### src/rtl/ctrl_pkg.sv
// Shared types and encodings for the multicycle LEGv8 control FSM.
package ctrl_pkg;

   typedef enum logic [3:0] {
      S_FETCH    = 4'd0,
      S_DECODE   = 4'd1,
      S_MEMADR   = 4'd2,
      S_MEMREAD  = 4'd3,
      S_MEMWB    = 4'd4,
      S_MEMWRITE = 4'd5,
      S_EXEC_R   = 4'd6,
      S_ALUWB    = 4'd7,
      S_BRANCH   = 4'd8,
      S_HALT     = 4'd9
   } state_t;

   typedef enum logic [2:0] {
      CLS_LOAD,
      CLS_STORE,
      CLS_CBZ,
      CLS_RTYPE,
      CLS_ILLEGAL
   } instr_class_t;

   localparam logic [10:0] OP_LDUR  = 11'b11111000010;
   localparam logic [10:0] OP_STUR  = 11'b11111000000;
   localparam logic [10:0] OP_CBZ   = 11'b10110100000;
   localparam logic [10:0] CBZ_MASK = 11'b11111111000;
   localparam logic [10:0] OP_ADD   = 11'b10001011000;
   localparam logic [10:0] OP_SUB   = 11'b11001011000;
   localparam logic [10:0] OP_AND   = 11'b10001010000;
   localparam logic [10:0] OP_ORR   = 11'b10101010000;

   localparam logic [1:0] ALU_B_REG     = 2'b00;
   localparam logic [1:0] ALU_B_FOUR    = 2'b01;
   localparam logic [1:0] ALU_B_SEXT    = 2'b10;
   localparam logic [1:0] ALU_B_SEXT_SH = 2'b11;

   localparam logic [1:0] ALU_OP_ADD    = 2'b00;
   localparam logic [1:0] ALU_OP_PASS_B = 2'b01;
   localparam logic [1:0] ALU_OP_FUNCT  = 2'b10;

   typedef struct packed {
      logic       ir_write;
      logic       pc_write;
      logic       pc_write_cond;
      logic       pc_src;
      logic       mem_read;
      logic       mem_write;
      logic       i_or_d;
      logic       alu_src_a;
      logic [1:0] alu_src_b;
      logic [1:0] alu_op;
      logic       reg2loc;
      logic       reg_write;
      logic       mem_to_reg;
      logic       halted;
   } ctrl_t;

endpackage

### src/rtl/op_classify.sv
// Combinational decode of the 11-bit opcode field into an instruction class.
module op_classify
   import ctrl_pkg::*;
(
   input  logic [10:0]  op,
   output instr_class_t op_class
);

   always_comb begin
      op_class = CLS_ILLEGAL;
      if (op == OP_LDUR)
         op_class = CLS_LOAD;
      else if (op == OP_STUR)
         op_class = CLS_STORE;
      else if ((op & CBZ_MASK) == OP_CBZ)
         op_class = CLS_CBZ;
      else if (op == OP_ADD || op == OP_SUB || op == OP_AND || op == OP_ORR)
         op_class = CLS_RTYPE;
   end

endmodule

### src/rtl/multicycle_ctrl.sv
// Multicycle LEGv8 control FSM: per-state datapath strobes, illegal-op trap
// and retired-instruction counter.
module multicycle_ctrl
   import ctrl_pkg::*;
#(
   parameter int COUNT_W = 32
) (
   input  logic               clk,
   input  logic               reset,
   input  logic [10:0]        op,
   input  logic               zero,
   input  logic               mem_ready,
   output logic               ir_write,
   output logic               pc_write,
   output logic               pc_write_cond,
   output logic               pc_src,
   output logic               mem_read,
   output logic               mem_write,
   output logic               i_or_d,
   output logic               alu_src_a,
   output logic [1:0]         alu_src_b,
   output logic [1:0]         alu_op,
   output logic               reg2loc,
   output logic               reg_write,
   output logic               mem_to_reg,
   output logic               halted,
   output logic [3:0]         state_o,
   output logic [COUNT_W-1:0] instr_count
);

   state_t             state_reg, state_next;
   logic               is_load_reg, is_load_next;
   logic [COUNT_W-1:0] count_reg;
   logic               retire;
   instr_class_t       op_class;
   ctrl_t              ctrl_comb, ctrl_out;

   // The zero flag gates pc_write_cond in the datapath, not here.
   logic unused_zero;
   assign unused_zero = zero;

   op_classify u_classify (
      .op       (op),
      .op_class (op_class)
   );

   always_ff @(posedge clk) begin
      if (reset) begin
         state_reg   <= S_FETCH;
         is_load_reg <= 1'b0;
         count_reg   <= '0;
      end else begin
         state_reg   <= state_next;
         is_load_reg <= is_load_next;
         if (retire)
            count_reg <= count_reg + COUNT_W'(1);
      end
   end

   always_comb begin
      state_next   = state_reg;
      is_load_next = is_load_reg;
      retire       = 1'b0;
      ctrl_comb    = '0;
      case (state_reg)
         S_FETCH: begin
            ctrl_comb.mem_read  = 1'b1;
            ctrl_comb.alu_src_b = ALU_B_FOUR;
            ctrl_comb.alu_op    = ALU_OP_ADD;
            ctrl_comb.ir_write  = mem_ready;
            ctrl_comb.pc_write  = mem_ready;
            if (mem_ready)
               state_next = S_DECODE;
         end
         S_DECODE: begin
            // Opcode is only trusted here; remember load vs store for MEMADR.
            ctrl_comb.alu_src_b = ALU_B_SEXT_SH;
            ctrl_comb.alu_op    = ALU_OP_ADD;
            ctrl_comb.reg2loc   = (op_class == CLS_STORE) || (op_class == CLS_CBZ);
            is_load_next        = (op_class == CLS_LOAD);
            case (op_class)
               CLS_LOAD, CLS_STORE: state_next = S_MEMADR;
               CLS_RTYPE:           state_next = S_EXEC_R;
               CLS_CBZ:             state_next = S_BRANCH;
               default:             state_next = S_HALT;
            endcase
         end
         S_MEMADR: begin
            ctrl_comb.alu_src_a = 1'b1;
            ctrl_comb.alu_src_b = ALU_B_SEXT;
            ctrl_comb.alu_op    = ALU_OP_ADD;
            state_next          = is_load_reg ? S_MEMREAD : S_MEMWRITE;
         end
         S_MEMREAD: begin
            ctrl_comb.mem_read = 1'b1;
            ctrl_comb.i_or_d   = 1'b1;
            if (mem_ready)
               state_next = S_MEMWB;
         end
         S_MEMWB: begin
            ctrl_comb.reg_write  = 1'b1;
            ctrl_comb.mem_to_reg = 1'b1;
            retire               = 1'b1;
            state_next           = S_FETCH;
         end
         S_MEMWRITE: begin
            ctrl_comb.mem_write = 1'b1;
            ctrl_comb.i_or_d    = 1'b1;
            ctrl_comb.reg2loc   = 1'b1;
            if (mem_ready) begin
               retire     = 1'b1;
               state_next = S_FETCH;
            end
         end
         S_EXEC_R: begin
            ctrl_comb.alu_src_a = 1'b1;
            ctrl_comb.alu_src_b = ALU_B_REG;
            ctrl_comb.alu_op    = ALU_OP_FUNCT;
            state_next          = S_ALUWB;
         end
         S_ALUWB: begin
            ctrl_comb.reg_write = 1'b1;
            retire              = 1'b1;
            state_next          = S_FETCH;
         end
         S_BRANCH: begin
            ctrl_comb.reg2loc       = 1'b1;
            ctrl_comb.alu_src_b     = ALU_B_REG;
            ctrl_comb.alu_op        = ALU_OP_PASS_B;
            ctrl_comb.pc_write_cond = 1'b1;
            ctrl_comb.pc_src        = 1'b1;
            retire                  = 1'b1;
            state_next              = S_FETCH;
         end
         S_HALT: begin
            ctrl_comb.halted = 1'b1;
         end
         default: state_next = S_FETCH;
      endcase
   end

   // Reset masks every output combinationally so no strobe escapes in the reset cycle.
   assign ctrl_out      = reset ? '0 : ctrl_comb;
   assign state_o       = reset ? 4'd0 : state_reg;
   assign instr_count   = reset ? '0 : count_reg;

   assign ir_write      = ctrl_out.ir_write;
   assign pc_write      = ctrl_out.pc_write;
   assign pc_write_cond = ctrl_out.pc_write_cond;
   assign pc_src        = ctrl_out.pc_src;
   assign mem_read      = ctrl_out.mem_read;
   assign mem_write     = ctrl_out.mem_write;
   assign i_or_d        = ctrl_out.i_or_d;
   assign alu_src_a     = ctrl_out.alu_src_a;
   assign alu_src_b     = ctrl_out.alu_src_b;
   assign alu_op        = ctrl_out.alu_op;
   assign reg2loc       = ctrl_out.reg2loc;
   assign reg_write     = ctrl_out.reg_write;
   assign mem_to_reg    = ctrl_out.mem_to_reg;
   assign halted        = ctrl_out.halted;

endmodule
### config.mk
export PLATFORM = sky130hd
export DESIGN_NAME = multicycle_ctrl
export DESIGN_NICKNAME = d
export VERILOG_FILES = /design/src/rtl/ctrl_pkg.sv /design/src/rtl/op_classify.sv /design/src/rtl/multicycle_ctrl.sv
export SDC_FILE = /design/constraint.sdc
export NUM_CORES = 1
export LEC_CHECK = 0
export BUFFER_PORTS_ARGS = -buffer_cell sky130_fd_sc_hd__buf_2
export CAP_MARGIN = 30
export CORE_MARGIN = 8
export CORE_UTILIZATION = 49
export CTS_BUF_LIST = sky130_fd_sc_hd__clkbuf_8
export DETAILED_ROUTE_END_ITERATION = 6
export HOLD_SLACK_MARGIN = 0.05
export PLACE_DENSITY = 0.78
export SYNTH_ARGS = -nofsm -noshare
export SYNTH_HDL_FRONTEND = slang
export SYNTH_HIERARCHICAL = 1
export SYNTH_SLANG_ARGS = --single-unit
export TNS_END_PERCENT = 1
### constraint.sdc
create_clock -name clk -period 2.46 [get_ports clk]
set_input_delay 0.492 -clock clk [delete_from_list [all_inputs] [get_ports clk]]
set_output_delay 0.492 -clock clk [all_outputs]
set_load 0.05 [all_outputs]
Word level (Yosys, flattened, before mapping)
Cells that the tools add are included.

storage, ports and cells
  register bits = 37
  bits in latches = 0
  RAM bits = 0
  bits in read-only memories = 0
  word-level logic and storage cells = 67
  memories = 0

cells by class
  $add $sub $neg = 1
  multipliers = 0
  divide/modulo/power cells = 0
  magnitude comparators = 0
  equality and inequality tests = 22
  shift-type cells = 0
  mux-type cells = 26
  bitwise gates (word level) = 1
  reductions and logical operators = 14

operators with widths
  kind                                            number
  == test 11 bit (second input constant)          6
  adder 32 x 1 -> 32 bit (second input constant)  1
  2-to-1 mux 32 bit                               1
  one-hot mux 4 bit (7 select lines)              1
  one-hot mux 4 bit (5 select lines)              1
  == test 4 x 3 -> 1 bit (second input constant)  4
  2-to-1 mux 16 bit                               1
  2-to-1 mux 4 bit                                4
  2-to-1 mux 3 bit                                5
  one-hot mux 4 bit (3 select lines)              1
  OR reduction 2 bit                              6
  == test 4 x 2 -> 1 bit (second input constant)  2
  == test 4 bit (second input constant)           2
  == test 8 bit (second input constant)           1
  2-to-1 mux 1 bit                                8
  == test 3 x 2 -> 1 bit (second input constant)  2
  inequality test 2 bit (second input constant)   3
  == test 4 x 1 -> 1 bit (second input constant)  1
  zero test 4 bit                                 1
  logical OR 1 bit                                4
  2-to-1 mux 2 bit                                2
  one-hot mux 1 bit (2 select lines)              2
  AND reduction 4 bit                             1
  == test 3 x 1 -> 1 bit (second input constant)  1
  3 further kinds                                 3

Depth between registers and ports, before layout
  depth after elaboration = 12
  mapped depth = 8
  depth with buffers taken out = 8

Hierarchy
Netlist, hierarchy kept.

by module, submodules not included
  module           instances  cells an instance  area each (µm²)  seq. area each (µm²)
  multicycle_ctrl  1          306                2,331.0          740.7
  op_classify      1          15                 111.4            0.0

Worst setup path after synthesis
OpenSTA, ideal clock, no wires.

  path type = reg-to-output
  start = register state_reg[1]
  end = output port alu_src_b[1]
  arrival time = 3,161 ps
  data required time = 1,968 ps
  slack = -1,193 ps
  cell stages (with the launch flop) = 4
  path buffers = 1
  cell sequence = dfxtp_1 > buf_2 > nand2b_1 > a2111oi_0

between the ends
  cells in the longest elaborated chain, start to end = 3
  elaborated cells between the ends (all ways) = 7

ends and longest elaborated chain
  what                                         line                    text
  start: declaration                           multicycle_ctrl.sv:31   state_t state_reg, state_next;
  start signal: assignment                     multicycle_ctrl.sv:53   state_reg <= state_next;
  == test 4 bit, or another cell as far along  multicycle_ctrl.sv:65   case (state_reg)
  one-hot mux 4 bit (5 select lines) (*)       multicycle_ctrl.sv:65
  2-to-1 mux 16 bit (*)                        multicycle_ctrl.sv:143  assign ctrl_out = reset ? '0 : ctrl_comb;
  end: declaration                             multicycle_ctrl.sv:21   output logic [1:0] alu_src_b,

Every way passes the cells marked *; elsewhere a longest branch is shown, timed or not.

Worst setup path after layout
  start = input port op[2]
  end = register state_reg[2]

between the ends
  cells in the longest elaborated chain, start to end = 12
  elaborated cells between the ends (all ways) = 20

ends and longest elaborated chain
  what                                                       line                   text
  start: declaration                                         multicycle_ctrl.sv:10  input logic [10:0] op,
  == test 11 bit                                             op_classify.sv:17      else if (op == OP_ADD || op == OP_SUB || op == OP_AND || op == OP_ORR)
  logical OR 1 bit (3 in a row)                              op_classify.sv:17
  2-to-1 mux 3 bit                                           op_classify.sv:17
  2-to-1 mux 3 bit                                           op_classify.sv:15      else if ((op & CBZ_MASK) == OP_CBZ)
  2-to-1 mux 3 bit                                           op_classify.sv:13      else if (op == OP_STUR)
  2-to-1 mux 3 bit (*)                                       op_classify.sv:11      if (op == OP_LDUR)
  via op_class[2]                                            multicycle_ctrl.sv:35  instr_class_t op_class;
  == test 3 x 1 -> 1 bit or zero test 3 bit (tied branches)  multicycle_ctrl.sv:81  case (op_class)
  OR reduction 2 bit                                         multicycle_ctrl.sv:81
  one-hot mux 4 bit (3 select lines) (*)                     multicycle_ctrl.sv:81
  one-hot mux 4 bit (7 select lines) (*)                     multicycle_ctrl.sv:65

Mark *: on every way through the listed nets, which the timed path passes. The rest lies on a longest branch.
A chain may end at the register's enable or synchronous reset.

==> flow_summary.toml <==
[run_status]
status = "complete, but fails checks"
violations = "setup timing"

[worst_hold_path]
hold_path_class = "flip-flop to flip-flop"

[timing]
report.final.setup_viol = 2
fin_skew_ns = 0.00679
holdWs_ns = 0.493
slew_headroom = 0.653
fmax_ghz = 0.381
setup_ws_ns = -0.165
fin_crit_ns = 2.62
rsz0062_at_grt = "yes"
tightest_slew_ns = 0.520
maxSlewViolCount = 0
post-route-period-util = 1.07
hold_violations = 0

[critical_path]
crit_top_cell = "buf_4"
critical_path_class = "input pin to flip-flop"
slowest_delay_ns = 0.53
crit_fanout = 3
startpoint_type = "input pin"
cp.required_ns = 2.65
critPathSlowestCell = "or4b_4"
path_cells = "buf_6 -> or4b_4 -> buf_4 -> o22a_1 -> nor3_2 -> buf_4 -> buf_4 -> buf_4 -> buf_4 -> buf_4 -> buf_4 -> buf_4 -> buf_4 -> a31oi_1 -> o32ai_1"
cp_top_family = "buffers and inverters"
arrival_ns = 2.82
path_buf_inv = 10
crit_path_end_kind = "flip-flop"

[placement]
dpl-instance-area_um2 = 2900
portBuffers = 65
hpwl_um = 4550
place_ws_ns = -0.290
dp_cells = 450
routabilityCongestion = 0.858

[finish]
seq_area_um2 = 742
utilization = 0.646
multi_input_area_um2 = 1580
final_cells = 465
n_antenna_cell = 0
fill_cells = 442
drive_gt1_frac = 0.286
largest_reg_flops = 32
finalNetCount = 414
synthToLayoutAreaGrowth_pct = 25.8
final_cell_area_um2 = 3070

[synth]
synth_edf_count = 0
avgSynthCellArea_um2 = 7.61
async_reset_ff_frac = 0
ys_types = 51
yosys_warnings = 6
ys_seq_area_frac = 0.303
ys_ff_latch = 37
postSynthCellCount = 321
synth_ff_type = "dfxtp_1"
syn_area_um2 = 2440
syn-num-nets = 337

[job]
drv_cap = 0

[die]
rows = 25
dieArea_um2 = 7500
dieHeight_um = 86.6
initial_core_util = 0.514
io_pins = 67
core_area_um2 = 4750
dieWidth_um = 86.6

[global_route]
grt_busiest_layer = "met2"
use_met2 = 0.281
use_met1 = 0.207
grt_pass1_vias = 2394
grt-ovfl-total = 0
grt_use_met3 = 0.0435
grtUsageTotal = 0.171
grt_max_degree = 35
grt_antenna_before_repair = 0
grt_first_pass_wirelength_um = 10800

[clock_network]
numCtsBuffers = 5
clock-sinks = 37
cts.clk_slew.worst_paths_ns = 0.07
cts-root-buf = "clkbuf_8"
insertion_delay_ns = 0.29
cts-htree-levels = 2
clockBufferDepth = 2
cts_tree = "yes"
hold_buffers = 0

[drt]
vias = 2550
drc = 0
wirelength_um = 6350
ant_nets = 0
wl_per_cell_um = 13.6
viasPerCell = 5.48
drt_iter0_markers = 150
first_pass_iters = 4

[pwr]
peakVddDrop_v = 0.000310
power_density_nw_per_um2 = 451
leakage_nw = 1.30
-- Yosys cell counts, types with 3 or more instances --
cell,n,area share
nor3_1,18,0.037
inv_1,10,0.015
o2111ai_1,7,0.025
mux2_2,3,0.014
and2_1,3,0.0077
or3_1,12,0.031
xor2_1,16,0.057
nor2b_1,30,0.077
buf_6,3,0.014
nand4_1,4,0.010
nand3_1,4,0.0082
nand2_1,23,0.035
and4_1,3,0.011
o211ai_1,7,0.022
nor2_1,42,0.065
nor4_1,4,0.010
o21ai_0,18,0.037
clkbuf_1,13,0.020
xnor2_1,3,0.011
a21oi_1,17,0.035
dfxtp_1,37,0.30
nand2b_1,8,0.020
-- kinds of logic after synthesis --
family | Yosys count | share of synthesized area
AO/OA/AOI/OAI | 64 | 0.179
XOR/XNOR | 19 | 0.0681
adder cells (fa/ha/maj) | 1 | 0.00512
buffers and inverters | 31 | 0.0605
flip-flops | 37 | 0.303
multiplexers | 3 | 0.0138
AND/OR/NAND/NOR | 166 | 0.370
-- routing by layer --
layer	part of all wire	wire, um
met1	0.44	2810
met2	0.47	2960
met3	0.075	475
met4	0.016	104
met5	0	0
-- repair_timing --
item                       CTS  global route
pin swaps                    6             0
gates resized for setup      4             2
setup buffers                8             0
setup endpoints to repair    1             6
-- through the flow --
step | power (W) | TNS, ns
after floorplan | 0.000894 | -1.74
after global placement | 0.000964 | -0.259
after detailed placement | 0.000970 | -0.290
after CTS | 0.00139 | -0.174
after global routing | 0.00145 | -0.499
final | 0.00138 | -0.327
-- path summary, 6_finish.rpt --
path                                                start                         to  slack, ns  cells after the start
worst max-delay path                                op[2]  state_reg[2]$_SDFFE_PP0P_      -0.16                     15
worst min-delay path            count_reg[1]$_SDFFE_PP0P_  count_reg[1]$_SDFFE_PP0P_       0.49                      2
worst max register to register  state_reg[1]$_SDFFE_PP0P_  state_reg[2]$_SDFFE_PP0P_       0.08                     13
worst min register to register  count_reg[1]$_SDFFE_PP0P_  count_reg[1]$_SDFFE_PP0P_       0.49                      2
-- worst reg2reg max path: cells and delay by family, from the launching register on --
family                 cells  cell delay (ns)
flip-flops                 1             0.48
AO/OA/AOI/OAI              2             0.30
buffers and inverters      9             1.19
AND/OR/NAND/NOR            2             0.29
-- report_power, final --
part	total, W	internal, W	leakage [nW]	switching (W)
Clock	0.000420	0.000218	0.0485	0.000203
Combinational	0.000341	0.000107	0.955	0.000234
Sequential	0.000622	0.000610	0.299	0.0000122
-- layout by cell type, fill, tap and decap left out, drive strengths merged, types with 6 or more instances in the layout --
| cell | n |
|---|---|
| a21oi | 17 |
| buf | 91 |
| clkbuf | 6 |
| dfxtp | 37 |
| inv | 11 |
| nand2 | 23 |
| nand2b | 8 |
| nor2 | 42 |
| nor2b | 30 |
| nor3 | 18 |
| o2111ai | 8 |
| o211ai | 7 |
| o21ai | 18 |
| or3 | 12 |
| xor2 | 16 |
-- cell type report --
type / instances / area share
multi-input cells: 253 / 0.513
flip-flops and latches: 37 / 0.242
repair buffers: 91 / 0.178
well taps: 67 / 0.0273
clock buffers: 6 / 0.0269
inverters: 10 / 0.0122
clock inverters: 1 / 0.00122
(Power assumes the default switching activity.)
